## config.mk

```make
export PLATFORM = sky130hd
export DESIGN_NAME = mips32_fetch_queue
export DESIGN_NICKNAME = d
export VERILOG_FILES = /design/src/rtl/mips32_fetch_queue.sv
export SDC_FILE = /design/constraint.sdc
export NUM_CORES = 1
export LEC_CHECK = 0
export BUFFER_PORTS_ARGS = -buffer_cell sky130_fd_sc_hd__buf_2
export CORE_MARGIN = 4
export CORE_UTILIZATION = 45
export DETAILED_ROUTE_END_ITERATION = 6
export MAX_ROUTING_LAYER = met4
export PLACE_DENSITY_LB_ADDON = 0.3
export SYNTH_ARGS = -nofsm -noshare
export SYNTH_HDL_FRONTEND = slang
export SYNTH_SLANG_ARGS = --single-unit
```

## constraint.sdc

```tcl
create_clock -name clk -period 3.2 [get_ports clk]
set_input_delay 0.64 -clock clk [delete_from_list [all_inputs] [get_ports clk]]
set_output_delay 0.64 -clock clk [all_outputs]
set_load 0.02 [all_outputs]
```

## src/rtl/mips32_fetch_queue.sv

```systemverilog
// mips32_fetch_queue
// Instruction-fetch front end for the pipelined MIPS32 core. Owns the PC,
// issues word reads to a synchronous instruction memory, and buffers the
// fetched {IR, NPC} pairs in a small circular prefetch queue that feeds the
// ID stage over a valid/ready handshake. Branch redirects from EX/MEM flush
// both the queue and any fetch whose data is still on its way back.

module mips32_fetch_queue #(
    parameter int unsigned DEPTH    = 4,
    parameter int unsigned ADDR_W   = 10,
    parameter logic [31:0] RESET_PC = 32'h0
) (
    input  logic                     clk,
    input  logic                     reset,
    output logic                     imem_rd,
    output logic [ADDR_W-1:0]        imem_addr,
    input  logic [31:0]              imem_data,
    input  logic                     redirect_valid,
    input  logic [31:0]              redirect_pc,
    input  logic                     halt,
    output logic                     id_valid,
    input  logic                     id_ready,
    output logic [31:0]              id_ir,
    output logic [31:0]              id_npc,
    output logic [$clog2(DEPTH):0]   fq_count
);

    localparam int unsigned PTR_W = $clog2(DEPTH);
    localparam int unsigned CNT_W = PTR_W + 1;

    // Occupancy is compared one bit wider so count + inflight cannot overflow.
    localparam logic [CNT_W:0] DEPTH_LIMIT = (CNT_W + 1)'(DEPTH);

    logic [31:0]      pc;
    logic             inflight;
    logic [31:0]      inflight_pc;

    logic [31:0]      q_ir  [DEPTH];
    logic [31:0]      q_npc [DEPTH];
    logic [PTR_W-1:0] rd_ptr;
    logic [PTR_W-1:0] wr_ptr;
    logic [CNT_W-1:0] count;

    logic [CNT_W:0]   occupancy;
    logic             issue;
    logic             push;
    logic             pop;
    logic             not_empty;

    // Handshake and issue decisions; redirect masks issue, push and the ID
    // output so nothing moves in a flush cycle.
    always_comb begin
        occupancy = {1'b0, count} + {{CNT_W{1'b0}}, inflight};
        issue     = ~reset & ~halt & ~redirect_valid & (occupancy < DEPTH_LIMIT);
        push      = inflight & ~redirect_valid;
        not_empty = (count != '0);
        id_valid  = not_empty & ~redirect_valid;
        pop       = id_valid & id_ready;
    end

    // Output drive: memory address follows the PC, head entry reads as zero
    // whenever the queue is empty.
    always_comb begin
        imem_rd   = issue;
        imem_addr = pc[ADDR_W-1:0];
        fq_count  = count;
        id_ir     = not_empty ? q_ir[rd_ptr]  : 32'h0;
        id_npc    = not_empty ? q_npc[rd_ptr] : 32'h0;
    end

    // PC and in-flight tracking; a redirect retargets the PC and forgets the
    // outstanding fetch so its response is never pushed.
    always_ff @(posedge clk) begin
        if (reset) begin
            pc          <= RESET_PC;
            inflight    <= 1'b0;
            inflight_pc <= 32'h0;
        end else if (redirect_valid) begin
            pc          <= redirect_pc;
            inflight    <= 1'b0;
        end else begin
            inflight <= issue;
            if (issue) begin
                pc          <= pc + 32'd1;
                inflight_pc <= pc;
            end
        end
    end

    // Queue pointers and occupancy; simultaneous push and pop leaves the
    // count alone while both pointers advance.
    always_ff @(posedge clk) begin
        if (reset) begin
            rd_ptr <= '0;
            wr_ptr <= '0;
            count  <= '0;
        end else if (redirect_valid) begin
            rd_ptr <= '0;
            wr_ptr <= '0;
            count  <= '0;
        end else begin
            if (push) begin
                wr_ptr <= wr_ptr + 1'b1;
            end
            if (pop) begin
                rd_ptr <= rd_ptr + 1'b1;
            end
            case ({push, pop})
                2'b10:   count <= count + 1'b1;
                2'b01:   count <= count - 1'b1;
                default: count <= count;
            endcase
        end
    end

    // Entry storage; contents need no reset because the count gates the output.
    always_ff @(posedge clk) begin
        if (push && !reset) begin
            q_ir[wr_ptr]  <= imem_data;
            q_npc[wr_ptr] <= inflight_pc + 32'd1;
        end
    end

endmodule

```

==> reports/qor.csv, run 1 <==
metric;value;unit
dpl hpwl;17.3;mm
fin. max-slew vios;0;
RSZ-0062 raised after global routing;no;
Reg clk slew, reported paths;60;ps
Hold Path Class;primary input to register;
vias in the first global route;8335;
cts hold-fix bufs;0;
Cell Rows;63;
final setup skew;9.31;ps
CTS Sinks;330;
fillers;2497;
Tmin final;2940;ps
Most used DFF post-synth;edfxtp_1;
final net count;1153;
Distinct cells, synth;51;
CTS Root Cell;clkbuf_16;
number of synthesized flops with an enable pin;256;
diode count;0;
Setup CP Type;register to output port;
Lkg Pwr;5.35;nW
Vias/cell;5.55;
Setup crit start kind;register;
Syn Inst Count;937;
Post-CTS Setup Inserts;0;
layout cells sized above 1;0.265;
synth warn;0;
total gr overflow;0;
FMAX;340;MHz
Worst Setup End Kind;output port;
dpl ws;460;ps
Final period util;0.918;
pwr dens;549;nW/um^2
Die Wd;182;um
Final GP Congestion;0.859;
Die Span Y;182;um
first-pass GRT wire length;45.4;mm
CTS tree;built;
starting density of the core;0.460;
DRT antenna net count;0;
core area;29800;sq um
clock latency on the worst-skew pair;510;ps
critical path arrival;2300;ps
Pre-antenna DRT Iters;5;
Max VDD drop;0.000385;V
post-synthesis register bit count;330;
antenna violations before repair;0;
Total Wirelength;28.5;mm
P&R area growth vs syn;16.4;%
Final Hold Viols;0;
setup TNS;0;ps
DR iter-0 viols;660;
sequential area share after synthesis;0.669;
Netlist Area Pre-Place;13700;sq um
all-layer global routing usage;0.175;
hold slack;338;ps
Slew @ Worst Pin;824;ps
status;finished, final reports clean;
Port Buffers;147;
WP data required;2560;ps
largest net degree at the start of global routing;66;
Rel. slew slack;0.445;
Num CTS Buffers;35;
CP max FO;65;
Synthesized Nets;1014;
FFs w/ async S/R, synth;0;
maxcap violations;0;
Clock Path Buffers;3;
Reg2Reg Setup Slack;860;ps
Final WS setup;262;ps
syn avg cell area;14.6;sq um
post-CTS sizing;0;
Tot Pwr;0.00875;W
# H-tree levels;2;
Setup Viol. Count Final;0;
drt wl/cell;19.1;um
vias;8273;
Remaining DRCs;0;
IO Pins;148;
Die ar.;33300;sq um
-- cell type report --
| type | instances | area [sq um] | area share |
|---|---|---|---|
| Clock inverter | 17 | 169 | 0.0106 |
| Clock buffer | 45 | 923 | 0.0579 |
| Sequential cell | 330 | 9170 | 0.576 |
| Tap cell | 390 | 488 | 0.0306 |
| Inverter | 15 | 56.3 | 0.00353 |
| Multi-Input combinational cell | 530 | 4180 | 0.262 |
| Timing Repair Buffer | 164 | 951 | 0.0597 |
-- layer usage --
layer	part of all wire	global-route usage	vias up	wire (um)
met2	0.46	0.270	286	13200
met4	0.015	0.0390	0	435
met5	0	-	-	0
met3	0.065	0.0283	31	1850
met1	0.46	0.248	4093	13000
li1	-	-	3863	-
-- worst max-delay path: stages (launching register included) --
cell,delay [ps]
dfxtp_1,400
nor3_2,240
buf_4,680
nor2b_1,220
buf_2,220
-- flip-flops by register name (all words and copies together) (netlist names), named ones only --
signal / cells
pc: 32
inflight_pc: 32
q_npc: 128
q_ir: 128
inflight: 1
wr_ptr: 2
fq_count: 3
rd_ptr: 2
-- where the power goes --
| part | switching, W | leakage, nW | total [W] | internal, W |
|---|---|---|---|---|
| Sequential | 0.0000525 | 2.89 | 0.00468 | 0.00463 |
| Combinational | 0.000153 | 1.94 | 0.000248 | 0.0000955 |
| Clock | 0.00159 | 0.525 | 0.00382 | 0.00223 |
-- path summary, 6_finish.rpt --
| path | depth (start not counted) | startpoint | end |
|---|---|---|---|
| hold / removal | 1 | imem_data[14] | q_ir[2][14]$_DFFE_PP_ |
| hold reg to reg | 2 | inflight_pc[31]$_SDFFE_PP0P_ | inflight_pc[31]$_SDFFE_PP0P_ |
| setup reg to reg | 6 | inflight_pc[0]$_SDFFE_PP0P_ | q_npc[1][16]$_DFFE_PP_ |
| setup / recovery | 4 | fq_count[0]$_SDFFE_PP0P_ | id_npc[17] |
-- cell usage in the layout, fill, tap and decap left out, drive strengths merged, types with 2 or more instances in the layout --
| cell type | synthesis | final |
|---|---|---|
| or4 | 3 | 3 |
| dfxtp | 74 | 74 |
| nor4 | 6 | 6 |
| a222oi | 2 | 2 |
| nor3b | 2 | 2 |
| o211ai | 7 | 7 |
| xor2 | 8 | 8 |
| inv | 15 | 18 |
| a221oi | 4 | 4 |
| o311ai | 5 | 5 |
| mux4 | 64 | 64 |
| clkinvlp | 0 | 2 |
| nor3 | 9 | 9 |
| ha | 7 | 7 |
| a31oi | 18 | 18 |
| and3 | 18 | 18 |
| nor2 | 35 | 35 |
| nand2 | 102 | 102 |
| mux2i | 2 | 2 |
| bufinv | 0 | 2 |
| a22oi | 3 | 3 |
| a32oi | 2 | 2 |
| nor2b | 65 | 65 |
| edfxtp | 256 | 256 |
| nand4 | 23 | 23 |
| xnor2 | 27 | 27 |
| and2 | 5 | 5 |
| clkbuf | 35 | 45 |
| nand3 | 29 | 29 |
| or3 | 7 | 7 |
| and4 | 4 | 4 |
| nand4b | 2 | 2 |
| clkinv | 0 | 10 |
| a21oi | 47 | 47 |
| o21ai | 14 | 14 |
| buf | 27 | 164 |
-- synth_stat cells (2+ instances only) --
cell	instances	share of area
buf_2	12	0.0044
a31oi_1	18	0.0082
edfxtp_1	256	0.56
nor2b_1	65	0.030
a21oi_1	47	0.017
a22oi_1	3	0.0016
and4_1	4	0.0026
mux4_2	64	0.11
nor4_1	6	0.0027
a32oi_1	2	0.0013
and2_1	4	0.0018
xnor2_1	27	0.017
buf_1	2	0.00055
or4_4	2	0.0016
dfxtp_1	74	0.11
inv_1	15	0.0041
xor2_1	8	0.0051
nand3_1	29	0.011
clkbuf_1	35	0.0096
nor3b_1	2	0.0011
nand4_1	22	0.010
nor2_1	35	0.0096
ha_1	7	0.0064
buf_6	2	0.0016
mux2i_1	2	0.0015
nand2_1	102	0.028
or3_2	2	0.0011
a222oi_1	2	0.0015
a221oi_1	4	0.0026
and3_1	18	0.0082
or3_1	5	0.0023
nor3_2	2	0.0015
nor3_1	7	0.0026
buf_4	11	0.0060
nand4b_1	2	0.0013
o211ai_1	7	0.0038
o21ai_0	14	0.0051
o311ai_0	5	0.0032
-- kinds of logic (layout without fill, tap and decap cells) --
kind of cell,Yosys count,count (layout),share of synthesized area
DFF,330,330,0.669
and+or+nand+nor,312,312,0.118
AOI/OAI and AO/OA,109,109,0.0491
buffers and inverters,77,241,0.0263
muxes,66,66,0.107
xor gates and xnor gates,35,35,0.0224
adders and majority gates,8,8,0.00786
-- metrics by stage --
stage                     instance area [sq um]  instances  utilization
after global placement                    14800       1429        0.498
final                                     15900       1491        0.535
after CTS                                 15900       1491        0.535
after detailed placement                  14800       1429        0.498
after global routing                      15900       1491        0.535
after floorplan                           13700        937            -
No activity file was read; power rests on OpenSTA's default activity.
==> run 2, diff against run 1 <==
CORE_UTILIZATION = 40   (was 45)
SETUP_SLACK_MARGIN = 0.3   (was default)
clock period = 3.7 ns   (was 3.2 ns; I/O delays follow)
==> run 2 against run 1 <==
Register-to-register slack better by 350 ps. Clock-buffer cell count is 1 higher. Critical path depth stayed put. Non-clock buffer count is 5 higher. Largest cell class unchanged. Hold slack better by 100 ps. Largest power group unchanged. Sequential share of layout area is 0.84 points lower. First-iteration DRC count is 12% lower. Power is 11% lower.
==> reports/qor.csv, run 2 (synthesis results as in run 1) <==
metric;value;unit;change
status;finished, final reports clean;;unchanged
Sw Ratio;0.202;;was 0.206
largest registers;q_ir (128), q_npc (128);;unchanged
Pre-antenna DRT Iters;5;;unchanged
Slew @ Worst Pin;866;ps;was 824 ps
DRT antenna net count;0;;unchanged
largest net degree at the start of global routing;66;;unchanged
CTS Sinks;330;;unchanged
fin. max-slew vios;0;;unchanged
dpl ws;793;ps;was 460 ps
hold slack;441;ps;was 338 ps
Setup crit start kind;register;;unchanged
RSZ-0062 raised after global routing;no;;unchanged
Sequential Power Share;0.519;;was 0.535
final setup skew;13.1;ps;was 9.31 ps
Die Span Y;193;um;was 182 um
Cell Rows;67;;was 63
core area;33600;sq um;was 29800 sq um
fillers;2947;;was 2497
sequential cell area;9170;sq um;unchanged
dpl hpwl;18.9;mm;was 17.3 mm
Num CTS Buffers;37;;was 35
CTS tree;built;;unchanged
starting density of the core;0.407;;was 0.460
first-pass GRT wire length;45.9;mm;was 45.4 mm
setup TNS;0;ps;unchanged
most frequent cells in the layout;edfxtp_1 (256), buf_2 (147), nand2_1 (102);;unchanged
layout cells sized above 1;0.272;;was 0.265
CP max FO;22;;was 65
Switch Pwr;0.00158;W;was 0.00180 W
Pint;0.00623;W;was 0.00695 W
Port Buffers;147;;unchanged
IO Pins;148;;unchanged
all-layer global routing usage;0.162;;was 0.175
antenna violations before repair;0;;unchanged
FMAX;318;MHz;
pwr dens;483;nW/um^2;was 549 nW/um^2
P&R area growth vs syn;18.1;%;was 16.4%
maxcap violations;0;;unchanged
drt wl/cell;19.1;um;about the same
Setup Viol. Count Final;0;;unchanged
Reg2Reg Setup Slack;1210;ps;was 860 ps
CTS Root Cell;clkbuf_16;;unchanged
# H-tree levels;2;;unchanged
Total Wirelength;29.8;mm;was 28.5 mm
Remaining DRCs;0;;unchanged
Final Hold Viols;0;;unchanged
vias;8339;;was 8273
WP data required;2960;ps;was 2560 ps
Die ar.;37300;sq um;was 33300 sq um
Max VDD drop;0.000279;V;was 0.000385 V
final net count;1160;;was 1153
Rel. slew slack;0.421;;was 0.445
most common cell after layout, fill and taps aside;edfxtp_1;;unchanged
vias in the first global route;8194;;was 8335
Setup CP Type;register to output port;;unchanged
Final period util;0.849;;
critical path arrival;2400;ps;was 2300 ps
Reg clk slew, reported paths;60;ps;about the same
Final GP Congestion;0.827;;was 0.859
DR iter-0 viols;581;;was 660
Clock Path Buffers;3;;unchanged
Worst Setup End Kind;output port;;unchanged
Comb pwr share;0.028;;about the same
Hold Path Class;primary input to register;;unchanged
Die Wd;193;um;was 182 um
total gr overflow;0;;unchanged
Clk network pwr share;0.454;;was 0.437
Vias/cell;5.34;;was 5.55
Tmin final;3140;ps;
Final WS setup;560;ps;was 262 ps
clock latency on the worst-skew pair;510;ps;about the same
area occupied by multi-input gates;4180;sq um;unchanged
Lkg Pwr;5.44;nW;was 5.35 nW
post-CTS sizing;0;;unchanged
[run 2: cell types whose count changed in the layout (fill, tap and decap cells not counted), sizes merged]
cell      delta
buf          +5
bufinv       +2
clkbuf       +1
clkinv       +4
clkinvlp     -2
diode        +2
[run 2: path summary, 6_finish.rpt]
kind | start | to | depth (start not counted)
min | imem_data[14] | q_ir[0][14]$_DFFE_PP_ | 1
max reg2reg | fq_count[2]$_SDFFE_PP0P_ | fq_count[2]$_SDFFE_PP0P_ | 8
min reg2reg | inflight_pc[31]$_SDFFE_PP0P_ | inflight_pc[31]$_SDFFE_PP0P_ | 2
max | register | id_npc[1] | 4
[run 2: cell type report]
type | count | area share
Timing Repair Buffer | 169 | 0.0631
Inverter | 15 | 0.00348
Clock buffer | 46 | 0.0599
Clock inverter | 21 | 0.0130
Tap cell | 448 | 0.0347
Multi-Input combinational cell | 530 | 0.258
Sequential cell | 330 | 0.567
Antenna cell | 2 | 0.000309
[run 2: metrics by stage]
stage	instances	area [sq um]	util	power (W)
after floorplan	937	13700	-	0.00425
after CTS	1558	16100	0.480	0.00791
after global placement	1491	15000	0.445	0.00434
after detailed placement	1491	15000	0.445	0.00434
after global routing	1559	16200	0.481	0.00810
final	1561	16200	0.481	0.00781
[run 2: repair_timing]
action	4_1_cts	5_1_grt
hold endpoints to repair	0	0
hold buffers	0	0
endpoints found under the setup margin	0	2
setup buffers	0	1
[run 2: power by group through the flow]
stage          sequential, W  clock (W)  combinational (W)
2_1_floorplan        0.00411          0           0.000136
3_3_place_gp         0.00413          0           0.000212
3_5_place_dp         0.00413          0           0.000218
4_1_cts              0.00405    0.00364           0.000218
5_1_grt              0.00405    0.00380           0.000239
6_report             0.00405    0.00354           0.000217
[run 2: worst max-delay path, cell delays in order, from the launching register on]
cell and delay [ps]:
dfxtp_2 750, buf_4 400, mux4_2 340, nor2b_1 170
buf_2 210
[run 2: routing by layer]
metal | track usage | part of all wire
met1 | 0.226 | 0.46
met2 | 0.255 | 0.47
met3 | 0.0266 | 0.056
met5 | - | 0
met4 | 0.0368 | 0.016
